### src/rtl/msgpu_pkg.sv
// Shared definitions for the msgpu video path.
//   ADDR_W_DEF / DATA_W_DEF : default VRAM address and pixel widths
//   SCAN_LAT                : scanout request-to-data latency in cycles
//   gnt_e                   : per-cycle VRAM port grant
package msgpu_pkg;
  localparam int ADDR_W_DEF = 16;
  localparam int DATA_W_DEF = 12;
  localparam int SCAN_LAT   = 3;

  typedef enum logic [1:0] {
    GNT_NONE,
    GNT_SCAN,
    GNT_WRITE
  } gnt_e;
endpackage

### src/rtl/vram_write_fifo.sv
// Synchronous FIFO buffering MCU writes until the VRAM port is free.
//   clock, reset_n : clock, synchronous active-low reset (flushes contents)
//   push, din      : enqueue (ignored when full)
//   pop, dout      : dequeue (ignored when empty); dout shows the head
//   level          : occupancy, 0..DEPTH
//   full, empty    : derived from level, not from the pointers
module vram_write_fifo #(
  parameter int WIDTH = 28,
  parameter int DEPTH = 4
) (
  input  logic                     clock,
  input  logic                     reset_n,
  input  logic                     push,
  input  logic                     pop,
  input  logic [WIDTH-1:0]         din,
  output logic [WIDTH-1:0]         dout,
  output logic [$clog2(DEPTH):0]   level,
  output logic                     full,
  output logic                     empty
);
  localparam int PTR_W = $clog2(DEPTH);

  logic [WIDTH-1:0] mem [DEPTH];
  logic [PTR_W-1:0] wr_ptr, rd_ptr;
  logic             push_ok, pop_ok;

  assign full    = (level == (PTR_W+1)'(DEPTH));
  assign empty   = (level == '0);
  assign push_ok = push & ~full;
  assign pop_ok  = pop & ~empty;
  assign dout    = mem[rd_ptr];

  // Storage carries no reset; the pointers and level define what is valid.
  always_ff @(posedge clock) begin
    if (push_ok) mem[wr_ptr] <= din;
  end

  // Pointers wrap naturally because DEPTH is a power of two.
  always_ff @(posedge clock) begin
    if (!reset_n) begin
      wr_ptr <= '0;
      rd_ptr <= '0;
      level  <= '0;
    end else begin
      if (push_ok) wr_ptr <= wr_ptr + PTR_W'(1);
      if (pop_ok)  rd_ptr <= rd_ptr + PTR_W'(1);
      case ({push_ok, pop_ok})
        2'b10:   level <= level + (PTR_W+1)'(1);
        2'b01:   level <= level - (PTR_W+1)'(1);
        default: ;
      endcase
    end
  end
endmodule

### src/rtl/vram_arbiter.sv
// Single-port VRAM arbiter: scanout reads always win, MCU writes are queued
// and drained in idle cycles.
//   clock, reset_n           : clock, synchronous active-low reset
//   scan_req/scan_addr       : scanout read request (always accepted)
//   scan_rvalid/scan_rdata   : read data, fixed SCAN_LAT cycles after request
//   wr_valid/wr_ready/...    : MCU write handshake into the FIFO
//   mem_*                    : registered RAM port
//   fifo_level               : FIFO occupancy
//   wr_starved/status_clear  : sticky starvation flag and its clear
module vram_arbiter
  import msgpu_pkg::*;
#(
  parameter int ADDR_W       = ADDR_W_DEF,
  parameter int DATA_W       = DATA_W_DEF,
  parameter int FIFO_DEPTH   = 4,
  parameter int STARVE_LIMIT = 1024
) (
  input  logic                          clock,
  input  logic                          reset_n,
  input  logic                          scan_req,
  input  logic [ADDR_W-1:0]             scan_addr,
  output logic                          scan_rvalid,
  output logic [DATA_W-1:0]             scan_rdata,
  input  logic                          wr_valid,
  output logic                          wr_ready,
  input  logic [ADDR_W-1:0]             wr_addr,
  input  logic [DATA_W-1:0]             wr_data,
  output logic                          mem_en,
  output logic                          mem_we,
  output logic [ADDR_W-1:0]             mem_addr,
  output logic [DATA_W-1:0]             mem_wdata,
  input  logic [DATA_W-1:0]             mem_rdata,
  output logic [$clog2(FIFO_DEPTH):0]   fifo_level,
  output logic                          wr_starved,
  input  logic                          status_clear
);
  localparam int SC_W = $clog2(STARVE_LIMIT + 1);
  localparam logic [SC_W-1:0] LIMIT = SC_W'(STARVE_LIMIT);

  gnt_e                     gnt;
  logic                     alive;
  logic                     fifo_full, fifo_empty;
  logic                     push, pop;
  logic [ADDR_W+DATA_W-1:0] head;
  logic [SC_W-1:0]          starve_cnt;
  logic                     starve_hit;
  logic [SCAN_LAT-2:0]      vld_pipe;

  // alive keeps wr_ready low during reset and for the release cycle.
  assign wr_ready    = alive & ~fifo_full;
  assign push        = wr_valid & wr_ready;
  assign pop         = (gnt == GNT_WRITE);
  assign scan_rvalid = vld_pipe[SCAN_LAT-2];

  always_comb begin
    gnt = GNT_NONE;
    if (scan_req)         gnt = GNT_SCAN;
    else if (!fifo_empty) gnt = GNT_WRITE;
  end

  // Set fires only on the step into the limit, so a clear can stick while
  // the counter sits saturated.
  assign starve_hit = (gnt == GNT_SCAN) & ~fifo_empty &
                      (starve_cnt == LIMIT - SC_W'(1));

  vram_write_fifo #(
    .WIDTH (ADDR_W + DATA_W),
    .DEPTH (FIFO_DEPTH)
  ) u_fifo (
    .clock   (clock),
    .reset_n (reset_n),
    .push    (push),
    .pop     (pop),
    .din     ({wr_addr, wr_data}),
    .dout    (head),
    .level   (fifo_level),
    .full    (fifo_full),
    .empty   (fifo_empty)
  );

  always_ff @(posedge clock) begin
    if (!reset_n) begin
      alive      <= 1'b0;
      mem_en     <= 1'b0;
      mem_we     <= 1'b0;
      mem_addr   <= '0;
      mem_wdata  <= '0;
      vld_pipe   <= '0;
      scan_rdata <= '0;
      starve_cnt <= '0;
      wr_starved <= 1'b0;
    end else begin
      alive  <= 1'b1;
      mem_en <= (gnt != GNT_NONE);
      mem_we <= (gnt == GNT_WRITE);
      case (gnt)
        GNT_SCAN:  mem_addr <= scan_addr;
        GNT_WRITE: {mem_addr, mem_wdata} <= head;
        default:   ;
      endcase

      // Stage 0 marks the cycle mem_rdata is valid; last stage is the output.
      vld_pipe <= {vld_pipe[SCAN_LAT-3:0], mem_en & ~mem_we};
      if (vld_pipe[0]) scan_rdata <= mem_rdata;

      if (fifo_empty || gnt == GNT_WRITE)
        starve_cnt <= '0;
      else if (gnt == GNT_SCAN && starve_cnt != LIMIT)
        starve_cnt <= starve_cnt + SC_W'(1);

      if (starve_hit)        wr_starved <= 1'b1;
      else if (status_clear) wr_starved <= 1'b0;
    end
  end
endmodule
### config.mk
export PLATFORM = sky130hd
export DESIGN_NAME = vram_arbiter
export DESIGN_NICKNAME = d
export VERILOG_FILES = /design/src/rtl/msgpu_pkg.sv /design/src/rtl/vram_write_fifo.sv /design/src/rtl/vram_arbiter.sv
export SDC_FILE = /design/constraint.sdc
export NUM_CORES = 1
export LEC_CHECK = 0
export BUFFER_PORTS_ARGS = -buffer_cell sky130_fd_sc_hd__buf_4
export CAP_MARGIN = 15
export CORE_ASPECT_RATIO = 0.75
export CORE_MARGIN = 2
export CORE_UTILIZATION = 25
export DETAILED_ROUTE_END_ITERATION = 10
export GPL_TIMING_DRIVEN = 0
export PLACE_DENSITY = 0.38
export SYNTH_ARGS = -nofsm -noshare
export SYNTH_HDL_FRONTEND = slang
export SYNTH_HIERARCHICAL = 1
export SYNTH_SLANG_ARGS = --single-unit
export TNS_END_PERCENT = 30
### constraint.sdc
create_clock -name clock -period 3.2 [get_ports clock]
set_input_delay 0.32 -clock clock [delete_from_list [all_inputs] [get_ports clock]]
set_output_delay 0.32 -clock clock [all_outputs]
set_load 0.02 [all_outputs]
[Word-level counts from Yosys, hierarchy flattened]
Memory sizes are Yosys's and may differ from the RTL's. A register that Yosys moved wholly into a read port is not among the register bits.
Index checks and enable logic that the tools add are counted.
Storage, ports and cells
  memories kept: 1
  register bits after elaboration: 64
  output and inout port bits: 48
  memory bits (writable): 112
Cells by class
  reduce and logical (&&, ||, !) cells: 8
  multiplexer cells: 11
  add/subtract/negate cells: 5
  bitwise logic cells: 11
  eq/ne operators: 7
Memories
  u_fifo.mem: depth 4, bits a word 28, read ports 1, clocked after memory_dff 1, wr ports 1, RTL line vram_write_fifo.sv:23  | logic [WIDTH-1:0] mem [DEPTH];
Operators with widths (count)
  $pmux 16 s2: 1
  $add 11x1->11 const B: 1
  $eq 11x10->1 const B: 1
  $ne 11x11->1 const B: 1
  $mux 2: 4
  $reduce_bool 2->1: 4
  $and 1x1->1: 7
  $pmux 3 s2: 1
  $mux 1: 5
  $add 2x1->2 const B: 2
  $eq 2x1->1 const B: 2
  $eq 2x2->1 const B: 2
  $not 1->1: 4
  $add 3x1->3 const B: 1
  $eq 3x3->1 const B: 1
  $logic_not 3->1: 1
  $sub 3x1->3 const B: 1
  $reduce_or 2->1: 1
  $logic_and 1x1->1: 1
  $logic_or 1x1->1: 1

[Longest topological paths before layout]
Gate-level depths: netlist of the first run.
  word-level depth: 7
  gate-level depth with buffers: 12
  gate-level depth less buffers: 11

[Cells and area by module]
The synthesis of the first run kept the hierarchy.
Modules (own cells, without submodules)
  vram_write_fifo: sequential area each 3543.4 um^2, times used 1, cells an instance 200, area each 4554.4 um^2
  vram_arbiter: sequential area each 1141.1 um^2, times used 1, cells an instance 263, area each 2331.0 um^2

[Worst setup path before layout of the first run]
Ideal clock, no wire load.
  path kind: reg2reg
  start point: register u_fifo.level[0]
  end point: register u_fifo.level[2]
  path buffers: 2
  stages on the path, launching flop included: 13
  setup slack: 0.426 ns
  arrival time: 2.704 ns
  required time: 3.130 ns
  cell sequence: dfxtp_1 -> nor3_2 -> or2_2 -> clkbuf_1 -> inv_1 -> buf_2 -> nor2b_1 -> ha_1 -> inv_1 -> fa_1 -> xor2_1 -> or3_1 -> a21boi_1
Between the ends
  word-level cells in the longest chain between the ends: 7
RTL lines
  from (decl): RTL line vram_write_fifo.sv:17  | output logic [$clog2(DEPTH):0] level,
  from (signal assigned): RTL line vram_write_fifo.sv:48  | 2'b10: level <= level + (PTR_W+1)'(1);
  from (signal assigned): RTL line vram_write_fifo.sv:49  | 2'b01: level <= level - (PTR_W+1)'(1);
  $logic_not 3->1 (*): RTL line vram_write_fifo.sv:28  | assign empty = (level == '0);
  net fifo_empty: RTL line vram_arbiter.sv:42  | logic fifo_full, fifo_empty;
  $mux 2 (*): RTL line vram_arbiter.sv:58  | else if (!fifo_empty) gnt = GNT_WRITE;
  $mux 2 (*): RTL line vram_arbiter.sv:57  | if (scan_req) gnt = GNT_SCAN;
  $eq 2x2->1 (*): RTL line vram_arbiter.sv:52  | assign pop = (gnt == GNT_WRITE);
  net pop: RTL line vram_arbiter.sv:43  | logic push, pop;
  $and 1x1->1 (*): RTL line vram_write_fifo.sv:30  | assign pop_ok = pop & ~empty;
  net u_fifo.pop_ok: RTL line vram_write_fifo.sv:25  | logic push_ok, pop_ok;
  $eq 2x1->1 or $eq 2x2->1 (tied branches): RTL line vram_write_fifo.sv:47  | case ({push_ok, pop_ok})
  $pmux 3 s2 or $reduce_bool 2->1 (tied branches)
Mark *: on every way through the listed nets, which the timed path passes. The rest lies on a longest branch.
A chain may end at the register's enable or synchronous reset.

[Final worst setup path of the first run]
  start point: register u_fifo.level[1]
  end point: register u_fifo.level[2]
Same word-level chain as after synthesis.

==> results of run 1 <==
[layout make-up]
| cell class | count | share of cell area [%] |
|---|---|---|
| well taps | 351 | 4.99 |
| clock inverters | 14 | 1.58 |
| inverters | 15 | 0.639 |
| plain buffers | 24 | 1.66 |
| repair buffers | 112 | 10.1 |
| clock buffers | 18 | 4.99 |
| multi-input cells | 246 | 22.8 |
| flip-flops and latches | 178 | 53.2 |
[cell usage after synthesis (all sizes together) (2+ instances only)]
| cell | instances | area share (%) |
|---|---|---|
| nand2 | 71 | 3.9 |
| or3 | 5 | 0.47 |
| mux4 | 28 | 9.2 |
| edfxtp | 112 | 49 |
| buf | 12 | 1.4 |
| a21boi | 2 | 0.22 |
| xnor2 | 2 | 0.25 |
| dfxtp | 66 | 19 |
| xor2 | 2 | 0.25 |
| nor3b | 2 | 0.29 |
| and2 | 8 | 0.73 |
| or4 | 3 | 0.38 |
| mux2 | 16 | 2.6 |
| nor2b | 3 | 0.27 |
| nand3 | 4 | 0.29 |
| o21ai | 7 | 0.51 |
| clkbuf | 12 | 0.65 |
| inv | 15 | 0.82 |
| ha | 7 | 1.3 |
| a21oi | 35 | 2.5 |
| nand4 | 3 | 0.49 |
| nor4b | 2 | 0.25 |
| nor2 | 16 | 0.87 |
| o31ai | 2 | 0.22 |
| mux2i | 17 | 2.5 |
[logic make-up (layout without fill, tap and decap cells)]
family                     Yosys count  count (layout)
DFF                                178             178
and+or+nand+nor                    124             124
muxes                               61              61
AOI/OAI and AO/OA                   49              49
buffers and inverters               39             183
adders and majority gates            8               8
xor gates and xnor gates             4               4
[power by group through the flow]
stage               combinational (mW)  sequential (mW)  clock [mW]
finish                           0.541             2.56        2.03
global route                     0.592             2.57        2.20
CTS                              0.553             2.56        2.12
detailed placement               0.551             2.61           0
global placement                 0.538             2.61           0
floorplan                        0.259             2.65           0
[path summary, 6_finish.rpt]
kind,start,end,slack (ns),cells past startpoint
setup / recovery,u_fifo/level[1]$_SDFFE_PN0P_,u_fifo/level[2]$_SDFFE_PN0P_,0.25,12
hold / removal,reset_n,alive$_DFF_P_,0.04,1
setup reg to reg,u_fifo/level[1]$_SDFFE_PN0P_,u_fifo/level[2]$_SDFFE_PN0P_,0.25,12
hold reg to reg,mem_we$_SDFF_PN0_,vld_pipe[0]$_SDFF_PN0_,0.46,1
[metrics by stage]
| step | setup slack [ns] | power, mW |
|---|---|---|
| after floorplan | 0.426 | 2.91 |
| after global placement | 0.0786 | 3.15 |
| after detailed placement | 0.0303 | 3.16 |
| after CTS | 0.00671 | 5.24 |
| after global routing | 0.0327 | 5.36 |
| final | 0.253 | 5.13 |
[state kept, by name, summed over array words and instances, names as in the netlist, named ones only]
signal         cells
mem_en             1
mem_we             1
u_fifo/rd_ptr      2
u_fifo/mem       112
u_fifo/level       3
vld_pipe           2
mem_wdata         12
scan_rdata        12
wr_starved         1
alive              1
mem_addr          16
starve_cnt        11
u_fifo/wr_ptr      2
[critical path, cell delays in order, from the launching register on]
cell      delay (ns)
dfxtp_1         0.43
nor3_2          0.13
or2_2           0.33
clkbuf_1        0.14
inv_1           0.12
clkbuf_4        0.27
nor2b_2         0.24
ha_1            0.20
inv_1           0.06
fa_1            0.37
xor2_1          0.15
or3_1           0.30
a21boi_1        0.13
[placed cells by master, fill, tap and decap left out, drive strengths merged, types with 3 or more instances in the layout]
| cell type | instances |
|---|---|
| nand4 | 3 |
| nand2 | 71 |
| buf | 123 |
| or4 | 3 |
| and2 | 8 |
| mux4 | 28 |
| o21ai | 7 |
| clkinv | 4 |
| a21oi | 35 |
| mux2 | 16 |
| ha | 7 |
| dfxtp | 66 |
| clkbuf | 31 |
| or3 | 5 |
| nand3 | 4 |
| edfxtp | 112 |
| inv | 24 |
| nor2b | 3 |
| nor2 | 16 |
| mux2i | 17 |
[routing by layer]
layer	vias up	wire, µm	global-route usage (%)
li1	1964	-	-
met5	-	0	0
met3	15	865	3.97
met1	2089	7920	15.7
met4	0	155	3.21
met2	92	8020	19.9
==> metrics.md, run 1 <==
| Metric | Value |
|---|---|
| Achievable frequency | 339 MHz |
| Synthesized Nets | 532 |
| Placer Congestion | 0.704 |
| Final Hold Viols | 0 |
| Lkg Pwr | 3.13 nW |
| Area growth syn-to-layout | 27.9% |
| WP data required | 3.57 ns |
| Max cap viols | 0 |
| Final Non-Filler Cells | 958 |
| Via density | 4.34 |
| Flop pwr share | 49.8% |
| Initial antenna violation count | 0 |
| Nets | 663 |
| Skew-Pair Late Insertion Delay | 0.44 ns |
| Yosys cell types | 44 |
| Worst setup SP type | flip-flop |
| DRT Wirelength | 17000 µm |
| Clock Tree Root | clkbuf_16 |
| Vias in the first global route | 4320 |
| First-pass GRT wire length | 25800 µm |
| Net Sw Frac | 25.3% |
| Post-Syn Area | 0.00689 mm² |
| Total gr overflow | 0 |
| Clk_skew | 0.0114 ns |
| Combinational power share | 10.5% |
| GRT Util Overall | 12.2% |
| Post-route cell area | 0.00880 mm² |
| Syn Inst Count | 463 |
| Detail Placement HPWL | 11500 µm |
| Crit path DAT | 3.32 ns |
| CTS clk-pin slew, worst paths | 0.07 ns |
| HP Class | in -> reg |
| Placed cells | 926 |
| Fill cells | 2684 |
| Die area | 0.0289 mm² |
| # rows | 52 |
| Int Pwr | 3.83 mW |
| ANT cells | 0 |
| # DRC | 0 |
| Synth Register Bits | 178 |
| Core area | 0.0270 mm² |
| Hold Slack | 0.0407 ns |
| Final Setup Violations | 0 |
| Seq/Total Area, Yosys | 68.0% |
| Final-report max-slew violation count | 0 |
| Synth warn | 6 |
| Chip Height | 148 µm |
| Clock group share of total power | 39.6% |
| Worst Path Max Fanout | 12 |
| Fin crit share | 92.1% |
| Synth Area in XOR/XNOR | 0.509% |
| CTS tree | built |
| FF+latch area | 0.00469 mm² |
| Status | complete, no violations |
| Setup bufs post-CTS | 0 |
| Min Tclk post-route | 2.95 ns |
| Initial core utilization | 25.5% |
| RSZ-0062 raised after global routing | no |
| CTS sink cnt | 178 |
| Num CTS Buffers | 17 |
| DRT iter0 DRCs | 199 |
| Net Switching | 1.30 mW |
| IO Pins | 109 |
| Post-synthesis adder-cell area fraction | 1.56% |
| Syn avg cell area | 14.9 µm² |
| Worst relative slew slack | 48.5% |
| IO Port Bufs | 108 |
| Share of layout cells above drive strength 1 | 35.7% |
| Critical path type | reg -> reg |
| Die extent in x | 196 µm |
| Endpoint class of the critical path | flip-flop |
| Clock Path Buffers | 2 |
| Mux share of post-synthesis cell area | 14.2% |
| Area of the multi-input gates | 0.00201 mm² |
| Peak supply drop | 360 µV |
| Worst-Margin Slew | 0.762 ns |
| Largest family of logic cells by synthesized area | multiplexers |
| Final Util | 32.6% |
| Compound-Gate Fraction of Synth Area | 4.00% |
| # H-tree levels | 4 |
| Post_cts resized | 0 |
| EDFF count, synth | 112 |
| PwrDens | 583 mW/mm² |
| Area post-placement | 0.00822 mm² |
| Ys flop type | edfxtp_1 |
| Fraction of the mapped netlist area in simple logic gates | 8.74% |
| Post-Route Setup TNS | 0 ns |
| Pin count of the biggest net entering global routing | 23 |
| Antenna Nets Post-Route | 0 |
| WL per Instance | 17.7 µm |
| Cts hold-fix bufs | 0 |
| Pre-Repair DR Iteration Count | 4 |
| Vias | 4160 |
| Asr flop ratio synth | 0% |
No activity file was read; power rests on OpenSTA's default activity.
==> inputs of run 2 (changes only) <==
ABC_AREA = 1   (was default)
==> run 2 against run 1 <==
Compared with the run above: critical path depth down 5; highest routed layer is now met5; clock power up 2%; sequential cell count is the same; global-route usage increased by 1.7 points; sequential share of layout area shrank 1.5 points; combinational power rose by 54%; clock-buffer cell count is 2 higher; routed wire length is 18% higher; clock skew decreased by 0.0042 ns.
==> metrics.md, run 2 <==
| Metric | Value |
|---|---|
| Reg2reg end | u_fifo/mem[3][24]$_DFFE_PP_ |
| Clock Path Buffers | 2 (unchanged) |
| # DRC | 0 (unchanged) |
| Final Hold Viols | 0 (unchanged) |
| Pin count of the biggest net entering global routing | 19 (-17%) |
| Tot Pwr | 5.53 mW (+7.8%) |
| Chip Height | 150 µm (+1.4%) |
| Vias | 5131 (+23%) |
| Fill cells | 2884 (+7.5%) |
| IO Pins | 109 (unchanged) |
| Largest registers | u_fifo/mem: 112 flops, mem_addr: 16 flops |
| RSZ-0062 raised after global routing | no |
| PwrDens | 610 mW/mm² (+4.7%) |
| First-pass GRT wire length | 29800 µm (+15%) |
| Final Setup Violations | 0 (unchanged) |
| Achievable frequency | 367 MHz (+8.1%) |
| Synthesized Nets | 757 (+42%) |
| EDFF count, synth | 112 (unchanged) |
| Antenna Nets Post-Route | 0 (unchanged) |
| Cts hold-fix bufs | 0 (unchanged) |
| Top cell type's share of synthesized area | 47.5% (-1.3 points) |
| Area growth syn-to-layout | 28.0% |
| Max cap viols | 0 (unchanged) |
| Crit path DAT | 2.87 ns (-0.45 ns) |
| Clk_skew | 0.00717 ns (-0.00425 ns) |
| DRT Wirelength | 19900 µm (+18%) |
| Nets | 887 (+34%) |
| Top-count cell post-synth | nor2_1 |
| Net Sw Frac | 27.3% (+1.9 points) |
| ANT cells | 0 (unchanged) |
| Post_cts resized | 0 (unchanged) |
| Total gr overflow | 0 (unchanged) |
| Fin crit share | 85.2% (-6.9 points) |
| Post-Route Setup TNS | 0 ns (unchanged) |
| Yosys cell types | 30 (-32%) |
| Initial core utilization | 25.4% (-0.14 points) |
| WP data required | 3.34 ns (-0.23 ns) |
| CTS clk-pin slew, worst paths | 0.07 ns (about the same) |
| Placed cells | 1184 (+28%) |
| Num CTS Buffers | 17 (unchanged) |
| Final Non-Filler Cells | 1216 (+27%) |
| Combinational power share | 15.1% (+4.6 points) |
| Synth cell count leaders | nor2_1, nand2_1, edfxtp_1 |
| Net Switching | 1.51 mW (+16%) |
| DRT iter0 DRCs | 263 (+32%) |
| FF+latch area | 0.00468 mm² (about the same) |
| Hold Path Origin | reset_n |
| Synth Register Bits | 178 (unchanged) |
| RR Startpoint | u_fifo/level[1]$_SDFFE_PN0P_ |
| Via density | 4.22 (-2.8%) |
| Detail Placement HPWL | 13700 µm (+20%) |
| CTS tree | built |
| Worst Path Max Fanout | 16 (+4) |
| Int Pwr | 4.02 mW (+5.0%) |
| Ys flop type | edfxtp_1 |
| Pre-Repair DR Iteration Count | 4 (unchanged) |
| Asr flop ratio synth | 0% (unchanged) |
| Final-report max-slew violation count | 0 (unchanged) |
| Commonest non-fill, non-tap cell in the layout | nor2_1 |
| Synth top area cells | edfxtp_1, dfxtp_1, nor2_1 |
| IO Port Bufs | 107 (-0.93%) |
| Worst-Margin Slew | 0.639 ns (-0.123 ns) |
| Worst setup SP type | flip-flop |
| Syn Inst Count | 688 (+49%) |
| WL per Instance | 16.4 µm (-7.4%) |
| Placer Congestion | 0.716 (+1.7%) |
| Hold Slack | 0.0673 ns (+0.0267 ns) |
| Worst reg-to-reg setup slack | 0.47 ns (+0.22 ns) |
| Worst relative slew slack | 57.4% (+8.9 points) |
| Commonest non-fill, non-tap cells in the layout | nor2_1, nand2_1, edfxtp_1, buf_4, o21ai_0 |
| Area of the multi-input gates | 0.00201 mm² (about the same) |
| Die area | 0.0297 mm² (+2.7%) |
| Seq/Total Area, Yosys | 66.2% (-1.9 points) |
| Final Util | 32.5% (-0.14 points) |
| Endpoint class of the critical path | flip-flop |
| Flip-flop count of the largest register after layout | 112 (unchanged) |
| Worst r2r path cells | 7 (-5) |
| Leading area contributor after synthesis | edfxtp_1 |
| Status | complete, no violations |
| GRT Util Overall | 13.9% (+1.7 points) |
| # rows | 53 (+1.9%) |
| Share of layout cells above drive strength 1 | 20.3% (-15 points) |
| Syn avg cell area | 10.3 µm² (-31%) |
| Min Tclk post-route | 2.73 ns (-0.221 ns) |
| Clock group share of total power | 37.5% (-2.1 points) |
| Critical path type | reg -> reg |
| Hold Crit Depth | 1 (unchanged) |
| Post-Syn Area | 0.00708 mm² (+2.8%) |
| Lkg Pwr | 3.60 nW (+15%) |
| Clock Tree Root | clkbuf_16 |
| Flop pwr share | 47.4% (-2.4 points) |
| CTS sink cnt | 178 (unchanged) |
| Synth warn | 6 (unchanged) |
| Reg with most FFs | u_fifo/mem |
| Setup bufs post-CTS | 0 (unchanged) |
| Skew-Pair Late Insertion Delay | 0.44 ns (about the same) |
| Vias in the first global route | 4889 (+13%) |
| HP Class | in -> reg |
| Hold EP | alive$_DFF_P_ |
| Core area | 0.0279 mm² (+3.4%) |
| Initial antenna violation count | 2 (+2) |
| Die extent in x | 198 µm (+1.4%) |
| Peak supply drop | 340 µV (-5.6%) |
| # H-tree levels | 4 (unchanged) |
-- run 2: critical path: stages (launching register included) --
cell and delay, ns:
dfxtp_1 0.35, inv_1 0.09, nand3_1 0.20, inv_1 0.08, nor3b_1 0.48, nand2_1 0.38
nor2_4 0.57, buf_16 0.24
-- run 2: per-layer routing --
metal | up-vias | part of all wire, % | track usage (%)
li1 | 2587 | - | -
met1 | 2398 | 51 | 20.0
met2 | 126 | 42 | 19.9
met3 | 16 | 6.4 | 4.10
met4 | 4 | 0.88 | 4.21
met5 | - | 0.12 | 0
-- run 2: kinds of logic (layout without fill, tap and decap cells) --
group                    count (synthesis)  count (layout)  share of synthesized area (%)
AND/OR/NAND/NOR                        270             270                           15.1
flip-flops                             178             178                           66.2
AO/OA/AOI/OAI                          140             140                           10.9
buffers and inverters                   88             231                           5.90
adder cells (fa/ha/maj)                  8               8                           1.52
XOR/XNOR                                 4               4                          0.495
-- run 2: power by group through the flow --
stage / combinational (mW) / clock [mW] / sequential, mW
2_1_floorplan: 0.370 / 0 / 2.75
3_3_place_gp: 0.833 / 0 / 2.68
3_5_place_dp: 0.846 / 0 / 2.67
4_1_cts: 0.849 / 2.14 / 2.62
5_1_grt: 0.922 / 2.22 / 2.63
6_report: 0.835 / 2.08 / 2.62
-- run 2: area by class of cell --
class                           count  area share (%)
Buffer                             34            2.37
Clock buffer                       20            4.82
Clock inverter                     12            1.44
Inverter                           54            2.24
Multi-Input combinational cell    422            22.1
Sequential cell                   178            51.7
Tap cell                          385            5.31
Timing Repair Buffer              111            9.99
-- run 2: worst max path at each step --
stage	slack, ns	endpoint	from	cells after the start
after floorplan	0.19	u_fifo/mem[0][0]$_DFFE_PP_	u_fifo/level[1]$_SDFFE_PN0P_	6
after global placement	-1.28	u_fifo/mem[0][23]$_DFFE_PP_	u_fifo/level[1]$_SDFFE_PN0P_	6
after detailed placement	0.46	u_fifo/mem[3][23]$_DFFE_PP_	u_fifo/level[1]$_SDFFE_PN0P_	7
after CTS	0.41	u_fifo/mem[3][12]$_DFFE_PP_	u_fifo/level[1]$_SDFFE_PN0P_	7
after global routing	0.17	u_fifo/mem[3][14]$_DFFE_PP_	u_fifo/level[1]$_SDFFE_PN0P_	7
final	0.47	u_fifo/mem[3][24]$_DFFE_PP_	u_fifo/level[1]$_SDFFE_PN0P_	7
-- run 2: per-stage QoR --
step	worst slack [ns]	area [µm²]
after floorplan	0.188	7080
after global placement	-1.28	8360
after detailed placement	0.458	8500
after CTS	0.408	9060
after global routing	0.166	9060
final	0.473	9060
